File: src/rtl/pheap_issue_ctrl_pkg.sv
// pheapTypes: shared types for the pipelined heap and its issue front end.
// Holds the root-level operation format, the root status encoding and the
// issue sequencer state enum, plus the default heap depth.
package pheapTypes;

  // Default heap depth and the number of values a full heap of that depth holds
  localparam int LEVELS   = 16;
  localparam int CAPACITY = (1 << LEVELS) - 1;
  localparam int VALUE_W  = 32;

  // A single priority value travelling through the heap
  typedef logic [VALUE_W-1:0] pValue;

  // Operation presented to a heap level
  typedef enum logic [1:0] {
    FREE = 2'd0,
    LEQ  = 2'd1,
    DEQ  = 2'd2
  } opcode_t;

  // Status reported back by a heap level
  typedef enum logic [1:0] {
    DONE       = 2'd0,
    NEXT_LEVEL = 2'd1,
    WAIT       = 2'd2
  } done_t;

  // Operation word handed from one level to the next
  typedef struct packed {
    opcode_t levelOp;
    pValue   value;
  } opArray_t;

  // Issue sequencer states
  typedef enum logic [1:0] {
    IDLE     = 2'd0,
    ISSUE    = 2'd1,
    DEQ_WAIT = 2'd2,
    DEQ_HOLD = 2'd3
  } issue_state_t;

  // The "nothing to do" operation word
  localparam opArray_t OP_IDLE = '{levelOp: FREE, value: '0};

  // Builds an operation word from an opcode and a value
  function automatic opArray_t makeOp(input opcode_t code, input pValue v);
    opArray_t o;
    o.levelOp = code;
    o.value   = v;
    return o;
  endfunction

endpackage

File: src/rtl/pheap_issue_ctrl_occupancy.sv
// pheap_occupancy: occupancy counter for the heap front end.
// inc_i / dec_i are one-cycle strobes for an issued LEQ / DEQ. The counter
// refuses to move past full or below zero, so it can never wrap.
module pheap_occupancy
  import pheapTypes::*;
#(
  parameter int LEVELS = pheapTypes::LEVELS
) (
  input  logic            clk,
  input  logic            rst_n,
  input  logic            inc_i,
  input  logic            dec_i,
  output logic [LEVELS:0] count_o,
  output logic            full_o,
  output logic            empty_o
);

  localparam logic [LEVELS:0] FULL_COUNT = {1'b0, {LEVELS{1'b1}}};
  localparam logic [LEVELS:0] ONE        = {{LEVELS{1'b0}}, 1'b1};

  logic [LEVELS:0] count_q;
  logic [LEVELS:0] count_d;

  // Next occupancy: a simultaneous inc and dec cancel out
  always_comb begin
    count_d = count_q;
    if (inc_i && !dec_i && (count_q != FULL_COUNT)) begin
      count_d = count_q + ONE;
    end else if (dec_i && !inc_i && (count_q != '0)) begin
      count_d = count_q - ONE;
    end
  end

  // Occupancy register, cleared asynchronously
  always_ff @(posedge clk or negedge rst_n) begin
    if (!rst_n) begin
      count_q <= '0;
    end else begin
      count_q <= count_d;
    end
  end

  assign count_o = count_q;
  assign full_o  = (count_q == FULL_COUNT);
  assign empty_o = (count_q == '0);

endmodule

File: src/rtl/pheap_issue_ctrl.sv
// pheap_issue_ctrl: front-end sequencer of the pipelined heap.
// Takes user enqueue/dequeue requests, issues one LEQ or DEQ per slot into
// the root level (FREE otherwise) while respecting the root's WAIT status and
// a minimum spacing between issued ops, and hands dequeued minima back to
// the user. Defining PHEAP_STATS_EN adds saturating activity counters
// (stat_enq, stat_deq, stat_stall); without it those ports do not exist.
module pheap_issue_ctrl
  import pheapTypes::*;
#(
  parameter int LEVELS    = pheapTypes::LEVELS,
  parameter int ISSUE_GAP = 2
) (
  input  logic            clk,
  input  logic            rst_n,
  input  logic            enq_valid,
  input  logic [31:0]     enq_value,
  output logic            enq_ready,
  input  logic            deq_req,
  output logic            deq_ready,
  output logic            deq_valid,
  output logic [31:0]     deq_value,
  input  logic            deq_ack,
  output logic            deq_err,
  output opArray_t        op_out,
  input  done_t           root_status,
  input  logic            root_value_valid,
  input  logic [31:0]     root_value,
  output logic [LEVELS:0] count,
  output logic            full,
  output logic            empty
`ifdef PHEAP_STATS_EN
  ,
  output logic [31:0]     stat_enq,
  output logic [31:0]     stat_deq,
  output logic [31:0]     stat_stall
`endif
);

  // The gap counter is reloaded as the op is accepted and keeps counting
  // through the ISSUE cycle, so consecutive ops land ISSUE_GAP cycles apart.
  localparam logic [2:0] GAP_LOAD = 3'(ISSUE_GAP - 1);

  issue_state_t state_q, state_d;
  opArray_t     op_q, op_d;
  logic [2:0]   gap_q, gap_d;
  logic         deqValid_q, deqValid_d;
  logic [31:0]  deqValue_q, deqValue_d;
  logic         deqErr_q, deqErr_d;
  logic         readyEn_q, readyEn_d;

  logic         issueWindow;
  logic         enqFire;
  logic         deqFire;
  logic         occFull;
  logic         occEmpty;

  // Decide whether a new request may be taken this cycle; dequeue has priority
  always_comb begin
    issueWindow = (state_q == IDLE) && readyEn_q && (gap_q == '0) &&
                  (root_status != WAIT) && !deqValid_q;
    deq_ready   = issueWindow && !occEmpty;
    enq_ready   = issueWindow && !occFull && !(deq_req && !occEmpty);
    deqFire     = deq_req && deq_ready;
    enqFire     = enq_valid && enq_ready;
  end

  // Sequencer next state and registered outputs
  always_comb begin
    state_d    = state_q;
    op_d       = op_q;
    gap_d      = (gap_q != '0) ? (gap_q - 3'd1) : gap_q;
    deqValid_d = deqValid_q;
    deqValue_d = deqValue_q;
    deqErr_d   = issueWindow && deq_req && occEmpty;
    readyEn_d  = 1'b1;
    case (state_q)
      IDLE: begin
        if (deqFire) begin
          op_d    = makeOp(DEQ, '0);
          gap_d   = GAP_LOAD;
          state_d = ISSUE;
        end else if (enqFire) begin
          op_d    = makeOp(LEQ, enq_value);
          gap_d   = GAP_LOAD;
          state_d = ISSUE;
        end
      end
      ISSUE: begin
        op_d    = OP_IDLE;
        state_d = (op_q.levelOp == DEQ) ? DEQ_WAIT : IDLE;
      end
      DEQ_WAIT: begin
        if (root_value_valid) begin
          deqValue_d = root_value;
          deqValid_d = 1'b1;
          state_d    = DEQ_HOLD;
        end
      end
      DEQ_HOLD: begin
        if (deq_ack) begin
          deqValid_d = 1'b0;
          state_d    = IDLE;
        end
      end
      default: begin
        op_d    = OP_IDLE;
        state_d = IDLE;
      end
    endcase
  end

  // Sequencer registers; readyEn_q keeps the ready outputs low until the
  // first clock after reset is released
  always_ff @(posedge clk or negedge rst_n) begin
    if (!rst_n) begin
      state_q    <= IDLE;
      op_q       <= OP_IDLE;
      gap_q      <= '0;
      deqValid_q <= 1'b0;
      deqValue_q <= '0;
      deqErr_q   <= 1'b0;
      readyEn_q  <= 1'b0;
    end else begin
      state_q    <= state_d;
      op_q       <= op_d;
      gap_q      <= gap_d;
      deqValid_q <= deqValid_d;
      deqValue_q <= deqValue_d;
      deqErr_q   <= deqErr_d;
      readyEn_q  <= readyEn_d;
    end
  end

  pheap_occupancy #(
    .LEVELS (LEVELS)
  ) u_occupancy (
    .clk     (clk),
    .rst_n   (rst_n),
    .inc_i   (enqFire),
    .dec_i   (deqFire),
    .count_o (count),
    .full_o  (occFull),
    .empty_o (occEmpty)
  );

  assign full      = occFull;
  assign empty     = occEmpty;
  assign op_out    = op_q;
  assign deq_valid = deqValid_q;
  assign deq_value = deqValue_q;
  assign deq_err   = deqErr_q;

`ifdef PHEAP_STATS_EN
  logic [31:0] statEnq_q, statDeq_q, statStall_q;
  logic        stallNow;

  // A request is stalled when something is asking but no issue slot is open
  always_comb begin
    stallNow = (enq_valid || deq_req) && !issueWindow;
  end

  // Saturating activity counters
  always_ff @(posedge clk or negedge rst_n) begin
    if (!rst_n) begin
      statEnq_q   <= '0;
      statDeq_q   <= '0;
      statStall_q <= '0;
    end else begin
      if ((state_q == ISSUE) && (op_q.levelOp == LEQ) && (statEnq_q != '1)) begin
        statEnq_q <= statEnq_q + 32'd1;
      end
      if ((state_q == ISSUE) && (op_q.levelOp == DEQ) && (statDeq_q != '1)) begin
        statDeq_q <= statDeq_q + 32'd1;
      end
      if (stallNow && (statStall_q != '1)) begin
        statStall_q <= statStall_q + 32'd1;
      end
    end
  end

  assign stat_enq   = statEnq_q;
  assign stat_deq   = statDeq_q;
  assign stat_stall = statStall_q;
`endif

endmodule

File: config.mk
export PLATFORM = sky130hd
export DESIGN_NAME = pheap_issue_ctrl
export DESIGN_NICKNAME = d
export VERILOG_FILES = /design/src/rtl/pheap_issue_ctrl_pkg.sv /design/src/rtl/pheap_issue_ctrl_occupancy.sv /design/src/rtl/pheap_issue_ctrl.sv
export SDC_FILE = /design/constraint.sdc
export NUM_CORES = 1
export LEC_CHECK = 0
export BUFFER_PORTS_ARGS = -buffer_cell sky130_fd_sc_hd__buf_2
export CORE_MARGIN = 5
export CORE_UTILIZATION = 49
export DETAILED_ROUTE_END_ITERATION = 6
export GPL_TIMING_DRIVEN = 0
export HOLD_SLACK_MARGIN = 0.05
export PLACE_DENSITY = 0.8
export SLEW_MARGIN = 30
export SYNTH_ARGS = -nofsm -noshare
export SYNTH_HDL_FRONTEND = slang
export SYNTH_SLANG_ARGS = --single-unit
File: constraint.sdc
create_clock -name clk -period 5 [get_ports clk]
set_input_delay 0.25 -clock clk [delete_from_list [all_inputs] [get_ports clk]]
set_output_delay 0.25 -clock clk [all_outputs]
set_load 0.03 [all_outputs]
==> impl_results.md, run 1 <==
* # placed instances at 623
* Full die area at 10600 sq um
* Worst setup SP type: flip-flop
* Most used cell, CP: o21ai_0
* Crit-path max FO at 10
* Final nets at 621
* FF-to-FF Start: u_occupancy.count_o[2]$_DFFE_PN0P_
* Area of the multi-input gates at 1850 sq um
* Worst Clk Skew at 0.0152 ns
* Crit path largest cell delay at 0.66 ns
* P_sw at 1.40 mW
* Status: finished, final reports clean
* Synth top area share at 53.7%
* Sw Ratio at 44.2%
* R2r setup slk at 0.29 ns
* Post-synth ARST share at 100%
* Most frequent cell after synthesis: dfrtp_1
* I/O pin count at 161
* Core ar. at 8590 sq um
* Worst-path cell chain: nor4_1 -> nand3_1 -> nor3_1 -> o2111a_1 -> buf_2 -> buf_1 -> clkinvlp_4 -> buf_4 -> ha_1 -> a21oi_1 -> o21ai_0 -> or4b_2 -> o21ai_0 -> xnor2_1 -> o21ai_0
* CTS buffer count at 9
* Min Tclk post-route at 4.71 ns
* Final hold violations at 0
* Remaining DRCs at 0
* Hold Path Class: input port to flip-flop
* Initial core utilization at 49.4%
* Share of layout cells above drive strength 1 at 43.1%
* Post-synth EDFFs at 0
* Worst Reg2Reg Path Length in Cells at 15
* Combinational Power Share at 51.5%
* Clock tree from TritonCTS: done
* #FFs+latches synth at 91
* Top post-synthesis cells by count: 91 x dfrtp_1, 34 x mux2_2, 32 x a22o_1
* Worst rel slew slack at 59.8%
* Internal Power at 1.76 mW
* Top delay family on crit path: simple AND/OR/NAND/NOR gates
* Pwr Density at 580 nW/um^2
* Fillers at 702
* Final non-filler cell area at 5450 sq um
* Reg area at 2280 sq um
* Vias per cell at 5.48
* Clock input transition at the sequential cells of the worst setup and hold paths at 0.09 ns
* Clk root buf: clkbuf_8
* Hold Crit Start: deq_ack
* Drt first pass iters at 4
* Cell accounting for the most synthesized area: dfrtp_1
* Port Buffers at 160
* Gr ovfl total at 0
* Arrival time worst endpoint at 4.91 ns
* Post-DP Area at 5210 sq um
* Max stage delay cell, worst path: or4b_2
* H-tree Lvls at 3
* Area Overhead vs Synth at 28.5%
* Sequential share of power at 33.1%
* Die height at 103 microns
* Setup CP Type: flip-flop to flip-flop
* Syn. warnings at 0
* GRT Util Overall at 19.7%
* WP data required at 5.21 ns
* Worst vdd ir at 0.000288 V
* Post-synthesis sequential area ratio at 53.7%
* Post-route antenna net violation count at 0
* Netlist cell types at 55
* DP HPWL at 7870 microns
* Synthesized area per cell at 12.0 sq um
* Pleak at 2.90 nW
* Final RePlAce weighted congestion at 0.891
* Placement row count at 34
* Setup crit end kind: flip-flop
* Fin cells at 644
* Initial antenna violation count at 0
* Worst-skew pair later-pin latency at 0.36 ns
* Fmax at 212 MHz
* DR WL/cell at 16.5 microns
* Slew Viols, Final at 0
* DRT Wirelength at 10600 microns
* Cell Area, Synth at 4240 sq um
* Vias at 3526
* Final Power at 3.16 mW
* Final Setup Violations at 0
* Slew @ Worst Pin at 0.604 ns
* Vias in the first global route at 3387
* Top cells by area, synth: dfrtp_1 54%, mux2_2 9.0%, a22o_1 6.6%
* ANT cells at 0
* Initial DRC count at 208
* Syn nets at 444
* Period utilisation layout at 94.2%
* Largest net degree at the start of global routing at 52
* Max_cap viols at 0
* Clock power frac at 15.5%
* R2r endpoint: u_occupancy.count_o[14]$_DFFE_PN0P_
* Syn Inst Count at 354
* Hold Path Depth at 2
* First-pass GRT wire length at 16500 microns
* Primary FF master, synth: dfrtp_1
* Clock sinks at 91
* Die width at 103 microns
* CP bufs+invs at 4
* Largest buffer count on any clock path at 2
* Setup TNS at 0 ns
==> how the worst max path moves through the flow <==
stage	startpoint	depth (start not counted)	slack, ns	to
final	u_occupancy.count_o[2]$_DFFE_PN0P_	15	0.29	u_occupancy.count_o[14]$_DFFE_PN0P_
after global routing	u_occupancy.count_o[3]$_DFFE_PN0P_	15	-0.02	u_occupancy.count_o[14]$_DFFE_PN0P_
after CTS	u_occupancy.count_o[2]$_DFFE_PN0P_	14	0.19	u_occupancy.count_o[14]$_DFFE_PN0P_
after detailed placement	u_occupancy.count_o[2]$_DFFE_PN0P_	14	0.22	u_occupancy.count_o[14]$_DFFE_PN0P_
after floorplan	u_occupancy.count_o[13]$_DFFE_PN0P_	13	0.39	u_occupancy.count_o[14]$_DFFE_PN0P_
after global placement	u_occupancy.count_o[3]$_DFFE_PN0P_	14	0.27	u_occupancy.count_o[14]$_DFFE_PN0P_
==> repair_timing <==
item / 4_1_cts / 5_1_grt
endpoints found under the setup margin: 0 / 1
hold endpoints to repair: 40 / 0
gates resized for setup: 0 / 1
setup buffers: 0 / 4
hold buffers: 1 / 0
==> metal layers <==
layer	global-route usage, %	share of wire, %	vias to the layer above
met5	0	0	-
met1	26.4	43	1718
met2	32.2	49	124
met4	5.78	1.6	0
met3	4.53	6.8	13
li1	-	-	1671
==> registers in the layout, indices dropped and copies added, names as in the netlist, named ones only <==
| register | count |
|---|---|
| deq_value | 32 |
| deq_valid | 1 |
| op_out | 34 |
| u_occupancy.count_o | 17 |
| readyEn_q | 1 |
| gap_q | 3 |
| state_q | 1 |
| deq_err | 1 |
==> cell type report <==
class / count / share of cell area (%)
inverters: 10 / 0.758
clock buffers: 10 / 2.53
multi-input cells: 237 / 33.9
flip-flops and latches: 91 / 41.8
plain buffers: 16 / 1.49
repair buffers: 166 / 16.0
well taps: 108 / 2.48
clock inverters: 6 / 1.06
==> power by group through the flow <==
| stage | registers [mW] | logic [mW] | clock network (mW) |
|---|---|---|---|
| CTS | 1.05 | 1.62 | 0.502 |
| detailed placement | 1.06 | 1.62 | 0 |
| finish | 1.05 | 1.63 | 0.489 |
| global route | 1.07 | 1.76 | 0.536 |
| floorplan | 1.39 | 0.853 | 0 |
| global placement | 1.05 | 1.58 | 0 |
==> placed cells by master (no fill, tap or decap), drive strengths merged, types with 12 or more instances in the layout <==
cell type,instances
inv,12
clkbuf,16
buf,175
nand2,22
a21oi,16
mux2,34
dfrtp,91
o21ai,20
ha,17
a22o,32
==> per-stage QoR <==
step                util [%]  setup WS [ns]  hold slack (ns)
detailed placement      60.6          0.221            0.197
CTS                     63.0          0.192           0.0936
floorplan                  -          0.394          -0.0456
global route            63.4        -0.0187           0.0860
finish                  63.4          0.291            0.110
global placement        60.3          0.269            0.473
==> cells by family (layout without fill, tap and decap cells) <==
logic type / Yosys count / count (layout) / share of synthesized area, %
flops: 91 / 91 / 53.7
compound gates: 97 / 97 / 16.4
simple gates: 72 / 72 / 9.32
other cells: 1 / 1 / 0.0884
buf+inv: 26 / 208 / 2.80
xor+xnor: 13 / 13 / 2.68
fa+ha+maj: 18 / 18 / 5.49
mux: 36 / 36 / 9.50
No activity file was read; power rests on OpenSTA's default activity.
==> run 2: changes to the inputs <==
Settings changed: PLACE_DENSITY 0.8 to unset, PLACE_DENSITY_LB_ADDON set to 0.1.
==> run 2 against run 1 <==
  * Worst hold slack better by 0.0048 ns
  * Non-clock buffer count fell by 1
  * Clock skew is 0.0056 ns lower
  * First-iteration DRC count fell by 38%
  * Largest cell class unchanged
  * Sequential power barely moved
  * Global-route usage down 0.31 points
  * Die area unchanged
  * Clock-buffer cell count is 1 higher
==> impl_results.md, run 2 (same netlist as run 1, synthesis figures left out) <==
* I/O pin count at 161 (unchanged)
* Max stage delay cell, worst path: or4b_2
* Worst rel slew slack at 63.5% (+3.8 points)
* Slew @ Worst Pin at 0.547 ns (-0.0569 ns)
* Vias in the first global route at 3320 (-2.0%)
* Share of layout cells above drive strength 1 at 43.0% (-0.11 points)
* Placement row count at 34 (unchanged)
* Pleak at 2.90 nW (+0.11%)
* Min Tclk post-route at 4.27 ns (-0.438 ns)
* Hold Crit Endpoint: op_out[3]$_DFFE_PN0P_
* Post-route antenna net violation count at 0 (unchanged)
* Arrival time worst endpoint at 4.48 ns (-0.43 ns)
* Die height at 103 microns (unchanged)
* Final Power at 3.18 mW (+0.44%)
* Die width at 103 microns (unchanged)
* Clock tree from TritonCTS: done
* R2r endpoint: u_occupancy.count_o[14]$_DFFE_PN0P_
* Fmax at 234 MHz (+10%)
* WP data required at 5.21 ns (about the same)
* Most frequent cells in the layout: 164 x buf_2, 91 x dfrtp_1, 34 x mux2_2, 32 x a22o_1, 22 x nand2_1
* Final nets at 620 (-0.16%)
* Core Util, Final at 63.5% (+0.10 points)
* Status: finished, final reports clean
* Drt first pass iters at 4 (unchanged)
* Max_cap viols at 0 (unchanged)
* Remaining DRCs at 0 (unchanged)
* Slew Viols, Final at 0 (unchanged)
* R2r setup slk at 0.73 ns (+0.44 ns)
* Setup TNS at 0 ns (unchanged)
* Full die area at 10600 sq um (unchanged)
* Top delay family on crit path: simple AND/OR/NAND/NOR gates
* Clock sinks at 91 (unchanged)
* CTS buffer count at 9 (unchanged)
* RSZ-0062 raised after global routing: false
* GRT Util Overall at 19.4% (-0.31 points)
* Port Buffers at 160 (unchanged)
* Vias at 3432 (-2.7%)
* Largest buffer count on any clock path at 2 (unchanged)
* Final Setup Violations at 0 (unchanged)
* Setup crit end kind: flip-flop
* Gr ovfl total at 0 (unchanged)
* Worst vdd ir at 0.000332 V (+15%)
* DP HPWL at 7780 microns (-1.1%)
* Final non-filler cell area at 5460 sq um (+0.16%)
* Max reg flops at 34 (unchanged)
* ANT cells at 0 (unchanged)
* Hold Path Depth at 2 (unchanged)
* Hold Path Class: input port to flip-flop
* Most common cell after layout, fill and taps aside: buf_2
* DRT Wirelength at 10400 microns (-1.9%)
* Setup CP Type: flip-flop to flip-flop
* Crit path largest cell delay at 0.67 ns (about the same)
* H-tree Lvls at 3 (unchanged)
* Crit-path max FO at 18 (+8)
* Final hold violations at 0 (unchanged)
* CP bufs+invs at 4 (unchanged)
* Reg area at 2280 sq um (unchanged)
* Post-DP Area at 5210 sq um (unchanged)
* Worst-path cell chain: buf_2 -> or4b_4 -> nor3_4 -> o2111a_1 -> buf_2 -> clkinvlp_4 -> buf_4 -> ha_1 -> a21oi_1 -> o21ai_0 -> or4b_2 -> o21ai_0 -> xnor2_1 -> o21ai_0
* Core ar. at 8590 sq um (unchanged)
* Final RePlAce weighted congestion at 0.811 (-8.9%)
* Worst Reg2Reg Path Length in Cells at 14 (-1)
* Pwr Density at 582 nW/um^2 (+0.28%)
* Area of the multi-input gates at 1850 sq um (unchanged)
* DR WL/cell at 16.2 microns (-1.7%)
* Largest net degree at the start of global routing at 62 (+19%)
* Initial core utilization at 49.4% (unchanged)
* First-pass GRT wire length at 16200 microns (-1.5%)
* Area Overhead vs Synth at 28.7%
* Vias per cell at 5.34 (-2.5%)
* Worst-skew pair later-pin latency at 0.35 ns (about the same)
* Clk root buf: clkbuf_8
* Clock input transition at the sequential cells of the worst setup and hold paths at 0.09 ns (about the same)
* Most used cell, CP: o21ai_0
* Worst setup SP type: flip-flop
* Fillers at 736 (+4.8%)
* Worst Clk Skew at 0.00959 ns (-0.00558 ns)
* Hold Crit Start: enq_value[3]
* Initial DRC count at 130 (-38%)
* Initial antenna violation count at 0 (unchanged)
* Final hold slack at 0.115 ns (+0.00484 ns)
* Period utilisation layout at 85.4% (-8.8 points)
[run 2: cell types whose count changed in the layout (fill, tap and decap cells not counted), sizes merged]
cell	before	now
clkinv	2	0
buf	175	174
bufinv	0	1
clkbuf	16	17
[run 2: repair_timing]
item                                    CTS  global route
hold buffers                              1             0
resized for setup                         0             1
endpoints found under the setup margin    0             1
hold endpoints to repair                 30             0
setup buffers                             0             4
[run 2: through the flow]
| step | worst slack (ns) | std cells |
|---|---|---|
| after CTS | 0.204 | 640 |
| after global routing | 0.377 | 643 |
| after global placement | 0.282 | 622 |
| after detailed placement | 0.232 | 623 |
| final | 0.729 | 643 |
| after floorplan | 0.394 | 354 |
[run 2: cell type report]
class	count	area share, %
clock buffers	11	2.59
inverters	10	0.756
clock inverters	5	1.21
flip-flops and latches	91	41.7
plain buffers	15	1.42
repair buffers	166	16.0
well taps	108	2.48
multi-input cells	237	33.8
[run 2: report_power, final]
| part | internal (mW) | switching, mW | leakage (nW) |
|---|---|---|---|
| clock network | 0.253 | 0.271 | 0.102 |
| logic | 0.632 | 0.979 | 1.62 |
| registers | 0.928 | 0.114 | 1.18 |
| total | 1.81 | 1.36 | 2.90 |
[run 2: worst max-delay path by stage]
stage / from / end / slack [ns] / cells past startpoint
3_3_place_gp: state_q[0]$_DFFE_PN0P_ / u_occupancy.count_o[14]$_DFFE_PN0P_ / 0.28 / 14
2_1_floorplan: u_occupancy.count_o[13]$_DFFE_PN0P_ / u_occupancy.count_o[14]$_DFFE_PN0P_ / 0.39 / 13
3_5_place_dp: flip-flop / u_occupancy.count_o[14]$_DFFE_PN0P_ / 0.23 / 14
4_1_cts: flip-flop / u_occupancy.count_o[14]$_DFFE_PN0P_ / 0.20 / 14
5_1_grt: u_occupancy.count_o[3]$_DFFE_PN0P_ / u_occupancy.count_o[14]$_DFFE_PN0P_ / 0.38 / 14
6_report: flip-flop / u_occupancy.count_o[14]$_DFFE_PN0P_ / 0.73 / 14
[run 2: layer usage]
layer	global-route usage, %	vias to the layer above	part of all wire [%]
met5	0	-	0
met4	4.98	0	0.88
met3	4.80	11	6.9
met2	31.3	109	49
met1	26.4	1643	43
li1	-	1669	-
